File: config.mk
export PLATFORM = sky130hd
export DESIGN_NAME = pb_event_decoder
export DESIGN_NICKNAME = d
export VERILOG_FILES = /design/src/rtl/pb_event_decoder.sv
export SDC_FILE = /design/constraint.sdc
export NUM_CORES = 1
export LEC_CHECK = 0
export CORE_ASPECT_RATIO = 0.6
export CORE_MARGIN = 4
export CORE_UTILIZATION = 30
export CTS_BUF_LIST = sky130_fd_sc_hd__clkbuf_4
export DETAILED_ROUTE_END_ITERATION = 8
export PLACE_DENSITY = 0.56
export SLEW_MARGIN = 20
export SYNTH_ARGS = -nofsm -noshare
export SYNTH_HDL_FRONTEND = slang
export SYNTH_SLANG_ARGS = --single-unit
File: constraint.sdc
create_clock -name CLK -period 7.2 [get_ports CLK]
set_input_delay 1.08 -clock CLK [delete_from_list [all_inputs] [get_ports CLK]]
set_output_delay 1.08 -clock CLK [all_outputs]
set_load 0.05 [all_outputs]
File: src/rtl/pb_event_decoder.sv
// Purpose : debounce N raw push-button pins into a clean level plus one-cycle
//           press / release / long-press event pulses, one independent FSM per channel.
// Latency : a pin held stable before edge 0 gives PB_PRESS/PB_RELEASE in the cycle
//           after edge DEBOUNCE_CYCLES+2 (2 sync flops + DEBOUNCE_CYCLES+1 stable samples).
// Backpressure: none; outputs are free-running pulses and levels with no handshake.
//
// Ports:
//   CLK        - system clock, rising edge
//   RST_N      - asynchronous active-low reset
//   PB_RAW     - raw button pins, asynchronous to CLK
//   PB_LEVEL   - debounced state, 1 = pressed
//   PB_PRESS   - one-cycle pulse when a press is accepted
//   PB_RELEASE - one-cycle pulse when a release is accepted
//   PB_LONG    - one-cycle pulse when an accepted press has been held LONG_CYCLES
module pb_event_decoder #(
  parameter int NUM_PB          = 2,
  parameter int ACTIVE_LOW      = 1,
  parameter int DEBOUNCE_CYCLES = 50000,
  parameter int LONG_CYCLES     = 50000000,
  parameter int CNT_W           = 26
) (
  input  logic              CLK,
  input  logic              RST_N,
  input  logic [NUM_PB-1:0] PB_RAW,
  output logic [NUM_PB-1:0] PB_LEVEL,
  output logic [NUM_PB-1:0] PB_PRESS,
  output logic [NUM_PB-1:0] PB_RELEASE,
  output logic [NUM_PB-1:0] PB_LONG
);

  typedef enum logic [2:0] {
    ST_IDLE      = 3'd0,
    ST_DB_PRESS  = 3'd1,
    ST_HELD      = 3'd2,
    ST_LONG_HELD = 3'd3,
    ST_DB_REL    = 3'd4
  } state_e;

  // Pin level that means "not pressed"; the synchronizer resets to it so that
  // coming out of reset never looks like an edge.
  localparam logic [NUM_PB-1:0] IDLE_PIN  = (ACTIVE_LOW != 0) ? '1 : '0;
  localparam logic [CNT_W-1:0]  DB_TERM   = CNT_W'(DEBOUNCE_CYCLES - 1);
  localparam bit                LONG_EN   = (LONG_CYCLES != 0);
  localparam logic [CNT_W-1:0]  LONG_TERM = LONG_EN ? CNT_W'(LONG_CYCLES - 1) : '0;
  localparam logic [CNT_W-1:0]  CNT_MAX   = '1;

  // ---------------------------------------------------------------------------
  // 2-FF synchronizer for all channels, then normalize to 1 = pressed
  // ---------------------------------------------------------------------------
  logic [NUM_PB-1:0] sync1_q;
  logic [NUM_PB-1:0] sync2_q;
  logic [NUM_PB-1:0] pressed;

  always_ff @(posedge CLK or negedge RST_N) begin
    if (!RST_N) begin
      sync1_q <= IDLE_PIN;
      sync2_q <= IDLE_PIN;
    end else begin
      sync1_q <= PB_RAW;
      sync2_q <= sync1_q;
    end
  end

  assign pressed = (ACTIVE_LOW != 0) ? ~sync2_q : sync2_q;

  // ---------------------------------------------------------------------------
  // Per-channel debounce / event FSM
  // ---------------------------------------------------------------------------
  for (genvar g = 0; g < NUM_PB; g++) begin : g_ch
    state_e             state_q;
    state_e             state_d;
    logic [CNT_W-1:0]   cnt_q;
    logic [CNT_W-1:0]   cnt_d;
    logic [CNT_W-1:0]   cnt_inc;
    logic               long_done_q;
    logic               long_done_d;
    logic               level_q;
    logic               level_d;
    logic               press_q;
    logic               press_d;
    logic               rel_q;
    logic               rel_d;
    logic               long_q;
    logic               long_d;
    logic               s;

    assign s = pressed[g];

    // Saturating increment: the terminal compares normally stop the counter,
    // this only matters in HELD when the long timer is disabled.
    assign cnt_inc = (cnt_q == CNT_MAX) ? cnt_q : cnt_q + CNT_W'(1);

    always_comb begin
      state_d     = state_q;
      cnt_d       = cnt_q;
      long_done_d = long_done_q;
      level_d     = level_q;
      press_d     = 1'b0;
      rel_d       = 1'b0;
      long_d      = 1'b0;

      unique case (state_q)
        ST_IDLE: begin
          if (s) begin
            state_d = ST_DB_PRESS;
            cnt_d   = '0;
          end
        end

        ST_DB_PRESS: begin
          if (!s) begin
            state_d = ST_IDLE;
            cnt_d   = '0;
          end else if (cnt_q == DB_TERM) begin
            state_d = ST_HELD;
            cnt_d   = '0;
            press_d = 1'b1;
            level_d = 1'b1;
          end else begin
            cnt_d = cnt_inc;
          end
        end

        ST_HELD: begin
          if (!s) begin
            state_d = ST_DB_REL;
            cnt_d   = '0;
          end else if (LONG_EN && (cnt_q == LONG_TERM)) begin
            state_d     = ST_LONG_HELD;
            cnt_d       = '0;
            long_d      = 1'b1;
            long_done_d = 1'b1;
          end else begin
            cnt_d = cnt_inc;
          end
        end

        // Long pulse already issued for this press; just wait for release.
        ST_LONG_HELD: begin
          if (!s) begin
            state_d = ST_DB_REL;
            cnt_d   = '0;
          end
        end

        ST_DB_REL: begin
          if (s) begin
            // Release was a glitch. Returning to HELD restarts the long timer;
            // a press that already fired LONG goes back to LONG_HELD instead.
            state_d = long_done_q ? ST_LONG_HELD : ST_HELD;
            cnt_d   = '0;
          end else if (cnt_q == DB_TERM) begin
            state_d     = ST_IDLE;
            cnt_d       = '0;
            rel_d       = 1'b1;
            level_d     = 1'b0;
            long_done_d = 1'b0;
          end else begin
            cnt_d = cnt_inc;
          end
        end

        default: begin
          state_d     = ST_IDLE;
          cnt_d       = '0;
          long_done_d = 1'b0;
          level_d     = 1'b0;
        end
      endcase
    end

    always_ff @(posedge CLK or negedge RST_N) begin
      if (!RST_N) begin
        state_q     <= ST_IDLE;
        cnt_q       <= '0;
        long_done_q <= 1'b0;
        level_q     <= 1'b0;
        press_q     <= 1'b0;
        rel_q       <= 1'b0;
        long_q      <= 1'b0;
      end else begin
        state_q     <= state_d;
        cnt_q       <= cnt_d;
        long_done_q <= long_done_d;
        level_q     <= level_d;
        press_q     <= press_d;
        rel_q       <= rel_d;
        long_q      <= long_d;
      end
    end

    assign PB_LEVEL[g]   = level_q;
    assign PB_PRESS[g]   = press_q;
    assign PB_RELEASE[g] = rel_q;
    assign PB_LONG[g]    = long_q;
  end

endmodule

# Word level (Yosys, flattened, before mapping)
# Index checks and enable logic that the tools add are counted.
# word_totals
input_bits	4
elab_cells	143
out_inout_bits	8
register_bits	72
# op_classes
add_sub_neg	2
eq_ne	36
bitwise_logic	5
reduce_logical	14
muxes	70
# ops
operator	count
2-to-1 mux 26 bit	16
case mux 26 bit (5 select lines)	2
== test 26 bit, second input constant	4
adder 26 x 1 -> 26 bit, second input constant	2
== test 26 x 16 -> 1 bit, second input constant	2
2-to-1 mux 3 bit	16
inequality test 2 bit, second input constant	16
2-to-1 mux 1 bit	30
case mux 3 bit (5 select lines)	2
AND reduction 5 bit	6
inequality test 3 bit, second input constant	6
== test 3 x 2 -> 1 bit, second input constant	4
case mux 1 bit (3 select lines)	4
OR reduction 3 bit	4
== test 3 x 1 -> 1 bit, second input constant	2
== test 3 bit, second input constant	2
logical NOT 3 bit	2
inverter 1 bit	4
AND reduction 2 bit	2
inverter 2 bit	1

# Depth between registers and ports, before layout
# depth
ltp_word	5
ltp_mapped	9
mapped_depth_nobuf	8

# Worst setup path after synthesis
# Ideal clock, no wire load.
# synth_timing
path_type	flip-flop to flip-flop
start	reg g_ch[1].cnt_q[0]
end	reg g_ch[1].cnt_q[10]
path_slack_ns	4.868
n_path_buf	1
required_time_ns	7.079
stages_incl_launch_ff	10
setup_time_ns	0.121
synth_period_minus_slack_ns	2.332
arrival_time_ns	2.211
cell_sequence	dfrtp_1 ha_1 and3_1 nand4_1 or4_1 o21ai_1 a211oi_1 a31oi_2 buf_2 nor2_1
# synth_via
elab_chain_len	5
word_cells_on_any_way	11
cone_classes	add/sub (1); eq/ne (3); mux (7)
# synth_lines
element	line	rtl
start, declared	72	logic [CNT_W-1:0] cnt_q;
start signal, assigned	183	cnt_q <= cnt_d;
adder 26 x 1 -> 26 bit / == test 26 bit (equally long branches)	91	assign cnt_inc = (cnt_q == CNT_MAX) ? cnt_q : cnt_q + CNT_W'(1);
2-to-1 mux 26 bit	91	
2-to-1 mux 26 bit (on tied branches)	114, 152, 128	
2-to-1 mux 26 bit (on tied branches)	147, 111, 125	
case mux 26 bit (5 select lines) (*)	102	unique case (state_q)
# Every way passes the cells marked *; elsewhere a longest branch is shown, timed or not.
# A chain may end at the register's enable or synchronous reset.

# Worst setup path after layout
# layout_timing
start	reg g_ch[0].cnt_q[13]
end	reg g_ch[0].cnt_q[19]
# layout_via
elab_chain_len	5
word_cells_on_any_way	11
cone_classes	add/sub (1); eq/ne (3); mux (7)
# layout_lines
element	line
start, declared	72
start signal, assigned	183
adder 26 x 1 -> 26 bit / == test 26 bit (equally long branches)	91
2-to-1 mux 26 bit	91
2-to-1 mux 26 bit (on tied branches)	114, 152, 128
2-to-1 mux 26 bit (on tied branches)	147, 111, 125
case mux 26 bit (5 select lines) (*)	102
# Marks and branches as above.

==> results.toml <==
[cells_and_area]
area_growth_syn_to_layout_pct = 7.77
layout_common_cells = "dfrtp_1 (68), nor2_1 (62), nand2_1 (41), xnor2_1 (26), nand3_1 (25)"
nets = 436
reg_top3 = "g_ch.cnt_q: 52 flops, g_ch.state_q: 6 flops"
drive_gt1_frac = 0.113
largest_reg_flops = 52
num_antenna_cells = 0
registers.top_by_ff_count = "g_ch.cnt_q"
final_common_cell = "dfrtp_1"

[global_route]
grt_pass1_vias = 2832
overflow = 0
grt_pass1_wl_mm = 14.4
use_met2 = 0.150
grt_util_all_layers = 0.115
grt.busiest_layer = "met1"
grt_use_met1 = 0.181
grt_antenna_before_repair = 0
grtUsageMet3 = 0.0326
grt_max_degree = 73

[yosys]
syn-num-nets = 437
async_flop_share = 1.00
synth-seq-cells = 72
syn_inst = 431
yosysWarningCount = 0
ys_types = 54
synth_edf_count = 0
ys.flop_type = "dfrtp_1"
synth.avg_cell_area_um2 = 9.15
synth_area_um2 = 3950
ys_seq_area_frac = 0.458

[clock_network]
post_cts_buffers = 0
path_clk_slew_ps = 130
holdBufCountCts = 0
cts.htree.levels = 3
cts_buffers = 9
cts_tree = "yes"
cts_buffer_depth = 2
cts_repair_resize_count = 0
clkLatencyLatePin_ps = 420
clock-sinks = 72
cts-root-buf = "clkbuf_4"

[sta]
fin_crit_sh = 0.392
tightestPinTransition_ps = 926
slew_violations = 0
fmax_mhz = 354
setup_slack_ps = 4370
fin_crit_ps = 2830
rsz0062_at_grt = "no"
setup_viol = 0
clock_skew_ps = 22.4
maxSlewHeadroom = 0.381
tns_ps = 0
finalHoldViolations = 0

[setup_path]
cpMaxStageDelayCell = "a21oi_4"
cp.required_ps = 7480
critPathCaptureType = "flip-flop"
cp_max_fo = 25
path_cells = "nand3_2, or4_1, or4_4, nor2_2, o22ai_2, a21oi_4, nor2_1"
r2r_slack_ps = 4370
worst_path_largest_cell_delay_ps = 760
path_buf_inv = 0
crit_family = "simple AND/OR/NAND/NOR gates"
cp.arrival_ps = 3100
worstSetupPathType = "flip-flop to flip-flop"
critPathLaunchType = "flip-flop"

[route]
vias = 3022
drt-total-wl_mm = 8.33
viasPerCell = 5.00
first_iter_violations = 226
first_pass_iters = 5
route.detailed.drc = 0
ant_nets = 0
wire_per_inst_um = 13.8

[placed_design]
place_congestion = 0.864
portBuffers = 11
preCtsSetupSlack_ps = 4360
dp_hpwl_mm = 5.87

[pwr]
power_density_nw_per_um2 = 159
combPwrFrac = 0.055
irDropWorstVdd_mv = 0.0581
seq_power_share = 0.619
p_leak_nw = 1.62
p_int_mw = 0.501
power.switching_mw = 0.174
power_mw = 0.676
pwr-share-clk = 0.326
swShare = 0.258

[run_status]
status = "finished clean"

[floorplanning]
core_area_um2 = 12900
die_x_um = 156
initial_utilization = 0.307
die_h_um = 96.8
die_area_um2 = 15100
ios = 12
rows = 32

[run]
maxCapViolCount = 0

[hold_path]
hp-class = "flip-flop to flip-flop"
## cell usage after synthesis, types with 2 or more instances
cell | n | area (µm²)
dfrtp_1 | 68 | 1700
nor2_1 | 62 | 233
nand2_1 | 41 | 154
xnor2_1 | 26 | 228
nand3_1 | 25 | 125
nor2_2 | 21 | 131
xor2_1 | 20 | 175
nand4_1 | 16 | 100
inv_1 | 14 | 52.6
nor3_1 | 14 | 70.1
clkbuf_1 | 11 | 41.3
a21oi_1 | 10 | 50.1
and3_1 | 8 | 50.1
buf_4 | 8 | 60.1
nor4_1 | 8 | 50.1
and4_1 | 6 | 52.6
o21ai_1 | 5 | 25.0
and2_1 | 4 | 25.0
dfstp_2 | 4 | 105
o21ai_0 | 4 | 20.0
a21o_1 | 3 | 22.5
a31oi_1 | 3 | 18.8
mux2i_1 | 3 | 30.0
nor4b_1 | 3 | 26.3
o31ai_1 | 3 | 22.5
or4_1 | 3 | 22.5
a211oi_1 | 2 | 15.0
buf_2 | 2 | 10.0
buf_6 | 2 | 22.5
ha_1 | 2 | 25.0
nand2b_1 | 2 | 12.5
nand3b_1 | 2 | 15.0
nand4b_1 | 2 | 17.5
nor2b_1 | 2 | 12.5
o21a_1 | 2 | 15.0
or2_1 | 2 | 12.5
## worst paths after layout
check,startpoint,endpoint,cells past startpoint
max in group asynchronous,RST_N,g_ch[1].rel_q$_DFF_PN0_,1
setup reg to reg,g_ch[0].cnt_q[13]$_DFFE_PN0P_,g_ch[0].cnt_q[19]$_DFFE_PN0P_,7
hold / removal,sync1_q[1]$_DFF_PN1_,sync2_q[1]$_DFF_PN1_,0
setup / recovery,g_ch[0].cnt_q[13]$_DFFE_PN0P_,g_ch[0].cnt_q[19]$_DFFE_PN0P_,7
hold reg to reg,sync1_q[1]$_DFF_PN1_,sync2_q[1]$_DFF_PN1_,0
min in group asynchronous,RST_N,g_ch[0].cnt_q[6]$_DFFE_PN0P_,1
## metrics by stage
step,cells,cell area (µm²),hold WS (ps),utilization
after floorplan,431,3950,345,-
after global placement,589,4130,346,0.321
after detailed placement,589,4140,350,0.322
after CTS,605,4250,370,0.331
after global routing,605,4250,372,0.331
final,605,4250,368,0.331
## power groups by stage
stage / combinational [mW] / clock, mW / sequential (mW)
after floorplan: 0.0279 / 0 / 0.421
after global placement: 0.0375 / 0 / 0.425
after detailed placement: 0.0387 / 0 / 0.425
after CTS: 0.0389 / 0.233 / 0.418
after global routing: 0.0433 / 0.249 / 0.419
final: 0.0375 / 0.220 / 0.418
## cells by family after synthesis
kind of cell	share of synthesized area
and+or+nand+nor	0.301
DFF	0.458
xor gates and xnor gates	0.102
AOI/OAI and AO/OA	0.0780
buffers and inverters	0.0473
muxes	0.00761
adders and majority gates	0.00634
## metal layers
metal  vias to the layer above  share of wire
li1                       1485              -
met1                      1468           0.54
met2                        65           0.40
met3                         4          0.052
met4                         0         0.0077
met5                         -              0
## area by class of cell
class	count	area (µm²)
fillers	1336	8600
inverters	14	52.6
repair buffers	11	108
clock buffers	12	90.1
flip-flops and latches	72	1810
clock inverters	4	21.3
multi-input cells	322	1960
well taps	170	213
Power figures use the tool's default switching activity.
